## src/rtl/seq_pkg.sv

```systemverilog
// Shared definitions for the instruction sequencer: FSM state encoding and
// parameter defaults, also imported by the bench.
package seq_pkg;

  localparam int SEQ_ADDR_W_DEFAULT  = 10;
  localparam int SEQ_TIMEOUT_DEFAULT = 16;

  typedef enum logic [2:0] {
    S_IDLE,
    S_FETCH,
    S_WAIT_RD,
    S_ISSUE,
    S_WAIT_DONE,
    S_DONE,
    S_ERR
  } seq_state_e;

  // Width of a counter that must reach limit-1; never narrower than one bit.
  function automatic int seq_cnt_width(input int limit);
    return (limit < 3) ? 1 : $clog2(limit);
  endfunction

endpackage

```

## src/rtl/inst_sequencer_if.sv

```systemverilog
// Bus between the sequencer, its instruction BRAM and the DSP instruction
// controller. The sequencer drives the master side.
interface inst_sequencer_if #(
  parameter int ADDR_W = seq_pkg::SEQ_ADDR_W_DEFAULT
);

  logic [ADDR_W-1:0] ibram_addr;
  logic              ibram_en;
  logic [31:0]       ibram_dout;
  logic              ctrl_start;
  logic [31:0]       ctrl_inst;
  logic              ctrl_valid;

  modport master (
    output ibram_addr,
    output ibram_en,
    input  ibram_dout,
    output ctrl_start,
    output ctrl_inst,
    input  ctrl_valid
  );

  modport slave (
    input  ibram_addr,
    input  ibram_en,
    output ibram_dout,
    input  ctrl_start,
    input  ctrl_inst,
    output ctrl_valid
  );

endinterface

```

## src/rtl/inst_sequencer.sv

```systemverilog
// Fetches inst_count words from instruction BRAM starting at base_addr and
// hands each to the DSP controller. Define SEQ_TIMEOUT_EN for a completion watchdog.
module inst_sequencer
  import seq_pkg::*;
#(
  parameter int ADDR_W  = SEQ_ADDR_W_DEFAULT,
  parameter int TIMEOUT = SEQ_TIMEOUT_DEFAULT
) (
  input  logic              clk,
  input  logic              rst_n,
  input  logic              run,
  input  logic [ADDR_W-1:0] base_addr,
  input  logic [ADDR_W-1:0] inst_count,
  output logic              busy,
  output logic              done,
  output logic              err,
  output logic [ADDR_W-1:0] issued_cnt,
  inst_sequencer_if.master  bus
);

  seq_state_e        state;
  seq_state_e        state_next;
  logic [ADDR_W-1:0] base_q;
  logic [ADDR_W-1:0] count_q;
  logic [ADDR_W-1:0] issued_q;
  logic [ADDR_W-1:0] issued_inc;
  logic [ADDR_W-1:0] fetch_addr;
  logic [31:0]       inst_q;
  logic              last_inst;

  assign issued_inc = issued_q + 1'b1;
  assign last_inst  = (issued_inc == count_q);
  // Address arithmetic wraps at 2^ADDR_W by construction.
  assign fetch_addr = base_q + issued_q;

  assign issued_cnt    = issued_q;
  assign bus.ctrl_inst = inst_q;

`ifdef SEQ_TIMEOUT_EN
  localparam int                WAIT_W    = seq_cnt_width(TIMEOUT);
  localparam logic [WAIT_W-1:0] WAIT_LAST = WAIT_W'(TIMEOUT - 1);

  logic [WAIT_W-1:0] wait_cnt;
  logic              err_q;
  logic              wait_expired;

  assign wait_expired = (wait_cnt == WAIT_LAST);
  assign err          = err_q;
`else
  logic unused_timeout;

  assign unused_timeout = (TIMEOUT != 0);
  assign err            = 1'b0;
`endif

  always_ff @(posedge clk) begin
    if (!rst_n) begin
      state <= S_IDLE;
    end else begin
      state <= state_next;
    end
  end

  always_comb begin
    state_next     = state;
    busy           = 1'b1;
    done           = 1'b0;
    bus.ibram_en   = 1'b0;
    bus.ibram_addr = '0;
    bus.ctrl_start = 1'b0;
    case (state)
      S_IDLE: begin
        busy = 1'b0;
        if (run) begin
          state_next = (inst_count != '0) ? S_FETCH : S_DONE;
        end
      end
      S_FETCH: begin
        bus.ibram_en   = 1'b1;
        bus.ibram_addr = fetch_addr;
        state_next     = S_WAIT_RD;
      end
      S_WAIT_RD: begin
        state_next = S_ISSUE;
      end
      S_ISSUE: begin
        bus.ctrl_start = 1'b1;
        state_next     = S_WAIT_DONE;
      end
      S_WAIT_DONE: begin
        // A completion arriving on the expiry cycle still counts as success.
        if (bus.ctrl_valid) begin
          state_next = last_inst ? S_DONE : S_FETCH;
        end
`ifdef SEQ_TIMEOUT_EN
        else if (wait_expired) begin
          state_next = S_ERR;
        end
`endif
      end
      S_DONE, S_ERR: begin
        done       = 1'b1;
        state_next = S_IDLE;
      end
      default: begin
        state_next = S_IDLE;
      end
    endcase
  end

  // Program parameters are captured once so mid-program input changes are harmless.
  always_ff @(posedge clk) begin
    if (!rst_n) begin
      base_q   <= '0;
      count_q  <= '0;
      issued_q <= '0;
      inst_q   <= '0;
    end else begin
      case (state)
        S_IDLE: begin
          if (run) begin
            base_q   <= base_addr;
            count_q  <= inst_count;
            issued_q <= '0;
          end
        end
        S_WAIT_RD: begin
          inst_q <= bus.ibram_dout;
        end
        S_WAIT_DONE: begin
          if (bus.ctrl_valid) begin
            issued_q <= issued_inc;
          end
        end
        default: begin
        end
      endcase
    end
  end

`ifdef SEQ_TIMEOUT_EN
  always_ff @(posedge clk) begin
    if (!rst_n) begin
      wait_cnt <= '0;
      err_q    <= 1'b0;
    end else begin
      if (state == S_IDLE && run) begin
        err_q <= 1'b0;
      end else if (state_next == S_ERR) begin
        err_q <= 1'b1;
      end
      if (state == S_ISSUE) begin
        wait_cnt <= '0;
      end else if (state == S_WAIT_DONE && !bus.ctrl_valid) begin
        wait_cnt <= wait_cnt + 1'b1;
      end
    end
  end
`endif

endmodule

```

## src/flat_wrapper.sv

```systemverilog
// flat-port wrapper written by rule: the top's interface ports become plain ports
module inst_sequencer_flat import seq_pkg::*;
#(
  parameter int ADDR_W  = SEQ_ADDR_W_DEFAULT,
  parameter int TIMEOUT = SEQ_TIMEOUT_DEFAULT
)
  (clk, rst_n, run, base_addr, inst_count, busy, done, err, issued_cnt, bus_ibram_addr, bus_ibram_en, bus_ibram_dout, bus_ctrl_start, bus_ctrl_inst, bus_ctrl_valid);
  inst_sequencer_if #(.ADDR_W(ADDR_W)) bus_i ();
  input  logic clk;
  input  logic rst_n;
  input  logic run;
  input  logic [ADDR_W-1:0] base_addr;
  input  logic [ADDR_W-1:0] inst_count;
  output logic busy;
  output logic done;
  output logic err;
  output logic [ADDR_W-1:0] issued_cnt;
  output wire logic [$bits(bus_i.ibram_addr)-1:0] bus_ibram_addr;
  output wire logic [$bits(bus_i.ibram_en)-1:0] bus_ibram_en;
  input wire logic [$bits(bus_i.ibram_dout)-1:0] bus_ibram_dout;
  output wire logic [$bits(bus_i.ctrl_start)-1:0] bus_ctrl_start;
  output wire logic [$bits(bus_i.ctrl_inst)-1:0] bus_ctrl_inst;
  input wire logic [$bits(bus_i.ctrl_valid)-1:0] bus_ctrl_valid;
  assign bus_ibram_addr = bus_i.ibram_addr;
  assign bus_ibram_en = bus_i.ibram_en;
  assign bus_i.ibram_dout = bus_ibram_dout;
  assign bus_ctrl_start = bus_i.ctrl_start;
  assign bus_ctrl_inst = bus_i.ctrl_inst;
  assign bus_i.ctrl_valid = bus_ctrl_valid;
  inst_sequencer #(.ADDR_W(ADDR_W), .TIMEOUT(TIMEOUT)) u_core (.clk(clk), .rst_n(rst_n), .run(run), .base_addr(base_addr), .inst_count(inst_count), .busy(busy), .done(done), .err(err), .issued_cnt(issued_cnt), .bus(bus_i));
endmodule
```

## config.mk

```make
export PLATFORM = sky130hd
export DESIGN_NAME = inst_sequencer_flat
export DESIGN_NICKNAME = d
export VERILOG_FILES = /design/src/rtl/seq_pkg.sv /design/src/rtl/inst_sequencer_if.sv /design/src/rtl/inst_sequencer.sv /design/src/flat_wrapper.sv
export SDC_FILE = /design/constraint.sdc
export NUM_CORES = 1
export LEC_CHECK = 0
export ABC_AREA = 1
export CAP_MARGIN = 5
export CORE_MARGIN = 8
export CORE_UTILIZATION = 41
export DETAILED_ROUTE_END_ITERATION = 10
export PLACE_DENSITY = 0.77
export SKIP_LAST_GASP = 1
export SYNTH_ARGS = -nofsm -noshare
export SYNTH_HDL_FRONTEND = slang
export SYNTH_SLANG_ARGS = --single-unit
```

## constraint.sdc

```tcl
create_clock -name clk -period 2 [get_ports clk]
set_clock_uncertainty 0.1 [all_clocks]
set_input_delay 0.3 -clock clk [delete_from_list [all_inputs] [get_ports clk]]
set_output_delay 0.3 -clock clk [all_outputs]
set_load 0.02 [all_outputs]
```

======== After elaboration in Yosys (flattened, before gate mapping) ========
Index checks and enable logic that the tools add are counted.
word-level totals
  output and inout bits ................... 57
  input port bits ......................... 56
  word-level logic and storage cells ...... 36
  bits in registers ....................... 65
cells by class
  add/sub/neg operators ................... 2
  mux-type cells .......................... 13
  reduce and logical (&&, ||, !) cells .... 7
  eq/ne operators ......................... 9
operator list
  operator                                                               number
  10-bit 2-to-1 mux                                                      3
  10-bit one-hot mux with 2 select lines                                 1
  3-bit one-hot mux with 5 select lines                                  1
  3-bit 2-to-1 mux                                                       4
  10-bit by 1-bit adder with 10-bit output, second input constant        1
  10-bit adder                                                           1
  10-bit equality test                                                   1
  10-bit nonzero test                                                    1
  3-bit equality test, second input constant                             3
  3-bit by 2-bit equality test with 1-bit output, second input constant  2
  1-bit 2-to-1 mux                                                       4
  2-bit inequality test, second input constant                           2
  2-bit AND reduction                                                    2
  3-bit by 1-bit equality test with 1-bit output, second input constant  1
  3-bit zero test                                                        1
  3-bit AND reduction                                                    1
  2-bit nonzero test                                                     1
  2-bit OR reduction                                                     1

======== Longest topological paths before layout ========
Gate-level depths: netlist of the first run.
  depth in word-level cells ............... 5
  mapped depth ............................ 15
  depth with buffers taken out ............ 15

======== Least setup slack after synthesis of the first run ========
OpenSTA, ideal clock, no wires.
  path kind ............................... flip-flop to output port
  from .................................... reg u_core.issued_q[0], in the netlist u_core.issued_cnt[0]
  to ...................................... out bus_ibram_addr[6]
  buffers on the path ..................... 0
  arrival time ............................ 2.157 ns
  data required time ...................... 1.600 ns
  cell stages (with the launch flop) ...... 11
  setup slack ............................. -0.557 ns
  cell sequence ........................... dfxtp_1 > ha_1 > inv_1 > fa_1 > nor2_1 > o21ai_0 > a21boi_1 > o21ai_0 > nand2_1 > o21ai_1 > a21oi_1
between the ends
  longest elaborated chain between the ends .. 2
ends and longest elaborated chain
  element                 RTL line               text
  from (decl)             inst_sequencer.sv:25   logic [ADDR_W-1:0] issued_q;
  from (signal assigned)  inst_sequencer.sv:132  issued_q <= issued_inc;
  10-bit adder            inst_sequencer.sv:34   assign fetch_addr = base_q + issued_q;
  10-bit 2-to-1 mux       inst_sequencer.sv:71   case (state)
  to (decl)               flat_wrapper.sv:18     output wire logic [$bits(bus_i.ibram_addr)-1:0] bus_ibram_addr;
No other way between the ends.

======== Worst setup path in the final report of the first run ========
  from .................................... reg u_core.issued_q[1], in the netlist u_core.issued_cnt[1]
  to ...................................... out bus_ibram_addr[5]
Same word-level chain as after synthesis.

==> flow_summary.toml, run 1 <==
[outcome]
status = "complete, but fails checks"
violations = "negative setup slack"

[power_and_ir_drop]
swShare_pct = 30.86
power_frac_seq_pct = 41.0
power.total_mw = 3.637
powerDensity_nw_per_um2 = 711.7
p_leak_nw = 2.043
p_int_mw = 2.514
combPwrFrac_pct = 26.0
switchingPower_mw = 1.122
clkPwrFrac_pct = 32.9
ir_worst_vdd_uv = 488.2

[floorplanning]
num_io_pins = 113
placementRows = 32
fp.dieW_um = 104.3
die_h_um = 104.3
dieArea_um2 = 10870
start_util_pct = 41.77
core-area_um2 = 7647

[synthesis]
post-synth-top-count-cell = "nand2_1"
synth_top_area_cell = "dfxtp_1"
synth-seq-cells = 65
synth_top_area_share_pct = 40.74
synth-edff-count = 0
ys_top_cells_by_count = "98 x nand2_1, 85 x nor2_1, 65 x dfxtp_1"
synthCells = 466
avgSynthCellArea_um2 = 6.855
yosysSeqAreaShare_pct = 40.74
ys_top_cells_by_area = "dfxtp_1 41%, nand2_1 12%, nor2_1 10%"
synthFlopType = "dfxtp_1"
yosysUniqueCellTypes = 35
syn-cell-area_um2 = 3194
yosys_warnings = 0
async_flop_share_pct = 0
mappedNetlistNets = 533

[cells_and_area]
multi_input_area_um2 = 1846
fillers = 653
diodes = 0
regArea_um2 = 1319
drive_gt1_share_pct = 21.42
final_core_util_pct = 66.82
fin_area_um2 = 5110
final_nets = 683
areaGrowthSynthToFinish_pct = 59.97

[grt]
grt_pass1_vias = 3653
grt_pass1_wl_um = 16860
grt_overflow = 0
grt.total_usage_pct = 18.73
grt_max_degree = 34
antenna_found_initial = 0

[clock_network]
cts_hold_buffers = 0
htree_levels = 3
cts_buffers = 9
clock-sinks = 65
cts_tree = "yes"
max-clock-path-buffers = 2
cts_root_buf = "clkbuf_8"
clk-insertion-delay-late_ps = 340
clk_pin_slew_ps = 80

[placed_design]
dpl_cell_area_um2 = 4737
gp_congestion = 0.8466
dp.final_hpwl_um = 7591
portBuffers = 111

[drt]
drcViolationCount = 0
drt_iter0_drc = 134
dr.pass1.iters = 4
wire_per_inst_um = 14.22
antenna_left = 0
routed_via_density = 4.928
wl_um = 10280
via_count = 3563

[worst_setup_path]
cp-start-kind = "register"
path_common_cell = "buf_4"
critPathRequiredTime_ps = 1600
endpoint_kind = "primary output"
crit_type = "reg -> out"
crit_chain = "buf_6, ha_4, inv_2, nor3_2, buf_4, a21oi_2, buf_4, xor2_1, nor2_1, buf_4"
critPathArrivalTime_ps = 2100
critical-path-slowest-cell = "dfxtp_2"
crit_fanout = 3
critical_path.max_stage_delay_ps = 340

[sta]
hold_violations = 0
grt_setup_unrepaired = "yes"
finalCritPeriodShare_pct = 125.0
report.final.slew_viol_count = 0
slew_headroom_pct = 64.96
tns_ps = -3124
fmax_mhz = 400.1
setup_viol_count_final = 8
final.min_clock_period_ps = 2499
tightest_slew_ps = 524.8
timing.final.ws_setup_ps = -499.2
hold_slack_ps = 373.3

[min_path]
hold_class = "reg -> reg"

[job]
maxCapViolCount = 0
==> state kept, by name (all words and copies together) (netlist names) <==
register	cells
u_core.base_q	10
u_core.bus.ctrl_inst	32
u_core.count_q	10
u_core.issued_cnt	10
u_core.state	3
==> final timing paths <==
path / from / endpoint / slack (ps) / cells past startpoint
max: u_core.issued_cnt[1] / bus_ibram_addr[5] / -500 / 10
min: u_core.count_q[9] / u_core.count_q[9] / 370 / 2
max reg2reg: u_core.issued_cnt[1] / u_core.state[2] / 170 / 16
min reg2reg: u_core.count_q[9] / u_core.count_q[9] / 370 / 2
==> power groups by stage <==
| stage | Sequential (mW) | Combinational (mW) | Clock (mW) |
|---|---|---|---|
| after floorplan | 1.61 | 0.387 | 0 |
| after global placement | 1.51 | 0.920 | 0 |
| after detailed placement | 1.52 | 0.936 | 0 |
| after CTS | 1.49 | 0.946 | 1.22 |
| after global routing | 1.51 | 1.05 | 1.28 |
| final | 1.49 | 0.946 | 1.20 |
==> critical path: cells and delay by family, from the launching register on <==
family	cells	cell delay, ps
simple gates	2	360
xor+xnor	1	130
fa+ha+maj	1	250
flops	1	340
compound gates	1	60
buf+inv	5	610
==> layer usage <==
layer  GRT usage (%)  vias to the layer above  wire [um]
li1                -                     1805          -
met1           19.02                     1613       4048
met2           32.24                      123       4927
met3           8.674                       22       1046
met4           8.066                        0        258
met5               0                        -          0
==> cells in the final DEF, fill, tap and decap left out, drive strengths merged <==
cell type      synthesis  final
a211oi                 2      2
a21boi                 1      1
a21oi                 41     41
a41oi                  1      1
buf                    1     52
bufinv                 0      1
clkbuf                14     13
clkdlybuf4s15          0      1
clkdlybuf4s50          0     97
clkinv                 1      3
clkinvlp               0      2
conb                   1      1
dfxtp                 65     65
dlygate4sd2            0      3
fa                     1      1
ha                    10     10
inv                   44     44
nand2                102    102
nand3                 20     20
nand3b                 1      1
nand4                  2      2
nor2                  91     91
nor3                   4      4
nor4                   2      2
o2111ai                1      1
o21ai                 54     54
o21bai                 1      1
o31ai                  1      1
xnor2                  1      1
xor2                   3      3
==> through the flow <==
| step | setup slack (ps) | instances |
|---|---|---|
| 2_1_floorplan | -164.3 | 466 |
| 3_3_place_gp | -599.5 | 704 |
| 3_5_place_dp | -681.2 | 704 |
| 4_1_cts | -498.0 | 722 |
| 5_1_grt | -623.6 | 723 |
| 6_report | -499.2 | 723 |
==> repair_timing <==
item / CTS / global route
setup endpoints to repair: 15 / 13
setup buffers: 2 / 1
resized for setup: 69 / 18
pin swaps: 7 / 4
==> area by class of cell <==
cell class / instances / share of cell area, %
inverter: 45 / 3.355
tap: 102 / 2.498
clock buffer: 11 / 2.987
multi-input combinational: 340 / 36.12
timing repair buffer: 155 / 28.01
clock inverter: 5 / 1.224
sequential: 65 / 25.81
==> kinds of logic after synthesis <==
| logic type | after synthesis | synth area share [%] |
|---|---|---|
| DFF | 65 | 40.74 |
| xor gates and xnor gates | 4 | 1.097 |
| adders and majority gates | 11 | 4.544 |
| and+or+nand+nor | 222 | 29.34 |
| AOI/OAI and AO/OA | 102 | 16.73 |
| other | 1 | 0.1174 |
| buffers and inverters | 61 | 7.442 |
No activity file was read; power rests on OpenSTA's default activity.
==> inputs of run 2 (changes only) <==
--- a/config.mk
+++ b/config.mk
@@ -7,7 +7,7 @@
 export LEC_CHECK = 0
 export ABC_AREA = 1
 export CAP_MARGIN = 5
-export CORE_MARGIN = 8
+export CORE_MARGIN = 2
 export CORE_UTILIZATION = 41
 export DETAILED_ROUTE_END_ITERATION = 10
 export PLACE_DENSITY = 0.77
==> run 2 against run 1 <==
The flow still finishes with violations (negative setup slack). Clock-buffer cell count unchanged. Fmax grew 1.5%. Routed wire length decreased by 6.2%. Global-route usage rose by 4.4 points. Combinational power is essentially flat. First-iteration DRC count shrank 17%. Clock power rose by 13%. Flip-flop and latch count unchanged.
==> flow_summary.toml, run 2 (synthesis results as in run 1) <==
[sta]
tightest_slew_ps = 524.1
finalCritPeriodShare_pct = 123.2
slew_headroom_pct = 65.01
hold_violations = 0
grt_setup_unrepaired = "yes"
tns_ps = -2514
report.final.slew_viol_count = 0
fmax_mhz = 406.0
setup_viol_count_final = 9
timing.final.ws_setup_ps = -463.2
final.min_clock_period_ps = 2463

[clock_network]
cts_root_buf = "clkbuf_8"
max-clock-path-buffers = 2
clock-sinks = 65
cts_hold_buffers = 0
cts_tree = "yes"
cts_buffers = 9
clk_pin_slew_ps = 70
clk-insertion-delay-late_ps = 340
htree_levels = 3

[power_and_ir_drop]
powerDensity_nw_per_um2 = 736.0
ir_worst_vdd_uv = 673.8
p_leak_nw = 2.094
power.total_mw = 3.799

[worst_setup_path]
r2r_end = "u_core.state[2]"
cp_top_family = "adder cells"
reg2reg_depth = 13
endpoint_kind = "primary output"
critical_path.max_stage_delay_ps = 370
cp-start-kind = "register"
path_common_cell = "nor2_4"
rrSetupSlack_ps = 130
crit_fanout = 2
r2r-start = "u_core.issued_cnt[6]"
path_buf_inv = 2
crit_type = "reg -> out"
critPathRequiredTime_ps = 1600
critical-path-slowest-cell = "fa_2"
crit_chain = "ha_4, inv_2, fa_2, nor2_4, o21ai_2, nand2_1, nand4_1, a21oi_2, nor2_4, buf_6"
critPathArrivalTime_ps = 2060

[grt]
grt_pass1_vias = 3506
grt_pass1_wl_um = 15700
grt_max_degree = 34
grt_overflow = 0
grt.total_usage_pct = 23.10
antenna_found_initial = 0

[outcome]
violations = "negative setup slack"
status = "complete, but fails checks"

[cells_and_area]
areaGrowthSynthToFinish_pct = 61.61
fillers = 627
drive_gt1_share_pct = 21.74
final_nets = 683
fin_area_um2 = 5162
layout_common_cells = "97 x nand2_1, 97 x clkdlybuf4s50_1, 79 x nor2_1, 56 x dfxtp_1"
stdcell_count = 723
largest_reg_flops = 32
diodes = 0

[drt]
drcViolationCount = 0
antenna_left = 0
via_count = 3584
drt_iter0_drc = 111
wl_um = 9639
wire_per_inst_um = 13.33
dr.pass1.iters = 4
routed_via_density = 4.957

[floorplanning]
start_util_pct = 41.77
core-area_um2 = 7647
die_h_um = 92.27
num_io_pins = 113
fp.dieW_um = 92.27
dieArea_um2 = 8513
placementRows = 32

[job]
maxCapViolCount = 0

[placed_design]
pre_cts_ws_ps = -664.4
portBuffers = 111
dpl.cell_count = 703
dp.final_hpwl_um = 6880
gp_congestion = 0.8784
dpl_cell_area_um2 = 4730

[min_path]
min_to = "u_core.count_q[1]"
holdCritStartpoint = "u_core.count_q[1]"
hold_class = "reg -> reg"
hold_depth = 2
run 2: repair_timing:
item / CTS / global route
setup buffers: 3 / 1
gates resized for setup: 76 / 17
pin swaps: 15 / 4
setup endpoints to repair: 14 / 11
run 2: worst max-delay path by stage:
stage | start | to | slack [ps] | cells past startpoint
floorplan | u_core.issued_cnt[0] | bus_ibram_addr[6] | -160 | 10
global placement | u_core.base_q[0] | bus_ibram_addr[6] | -590 | 11
detailed placement | u_core.base_q[0] | bus_ibram_addr[6] | -660 | 11
CTS | u_core.base_q[0] | bus_ibram_addr[6] | -480 | 11
global route | u_core.base_q[0] | bus_ibram_addr[6] | -560 | 11
finish | u_core.base_q[0] | bus_ibram_addr[8] | -460 | 10
run 2: layout make-up:
cell class              instances  area (um2)  share of cell area (%)
flip-flops and latches         65        1320                   25.57
inverters                      45       176.4                   3.417
clock inverters                 5       85.08                   1.648
repair buffers                155        1435                   27.80
clock buffers                  11       162.7                   3.151
well taps                     102       127.6                   2.472
multi-input cells             340        1856                   35.94
run 2: worst register-to-register path, cell delays in order, from the launching register on:
cell     delay (ps)
dfxtp_1         410
buf_4           160
nand2_1         120
nor2_4          190
nand4_1         130
nand2_1         120
nand2_1          50
nand2_1          50
nand2_1          60
nor2_2          100
nand2_1          70
nand2_1          70
nand2_1          60
a21oi_2         110
run 2: metrics by stage:
stage	hold WS [ps]	util, %
detailed placement	364.1	61.85
floorplan	338.4	-
global route	397.3	67.51
finish	373.3	67.51
global placement	357.7	61.85
CTS	373.6	66.72
run 2: where the power goes:
group | total [mW] | switching (mW) | internal (mW)
logic | 0.948 | 0.511 | 0.437
clock network | 1.36 | 0.544 | 0.816
registers | 1.49 | 0.0702 | 1.42
run 2: layer usage:
metal,global-route usage [%],share of wire (%),vias to the layer above
met5,0,0,-
met4,10.82,2.8,0
met3,7.806,7.3,26
met2,40.63,50,118
met1,24.88,40,1637
li1,-,-,1803
==> inputs of run 3 (changes only) <==
--- a/config.mk
+++ b/config.mk
@@ -6,7 +6,7 @@
 export NUM_CORES = 1
 export LEC_CHECK = 0
 export ABC_AREA = 1
-export CAP_MARGIN = 5
+export CAP_MARGIN = 40
 export CORE_MARGIN = 2
 export CORE_UTILIZATION = 41
 export DETAILED_ROUTE_END_ITERATION = 10
==> results of run 3 <==
Same layout as run 2: the final DEF is identical, and so are final timing and power.
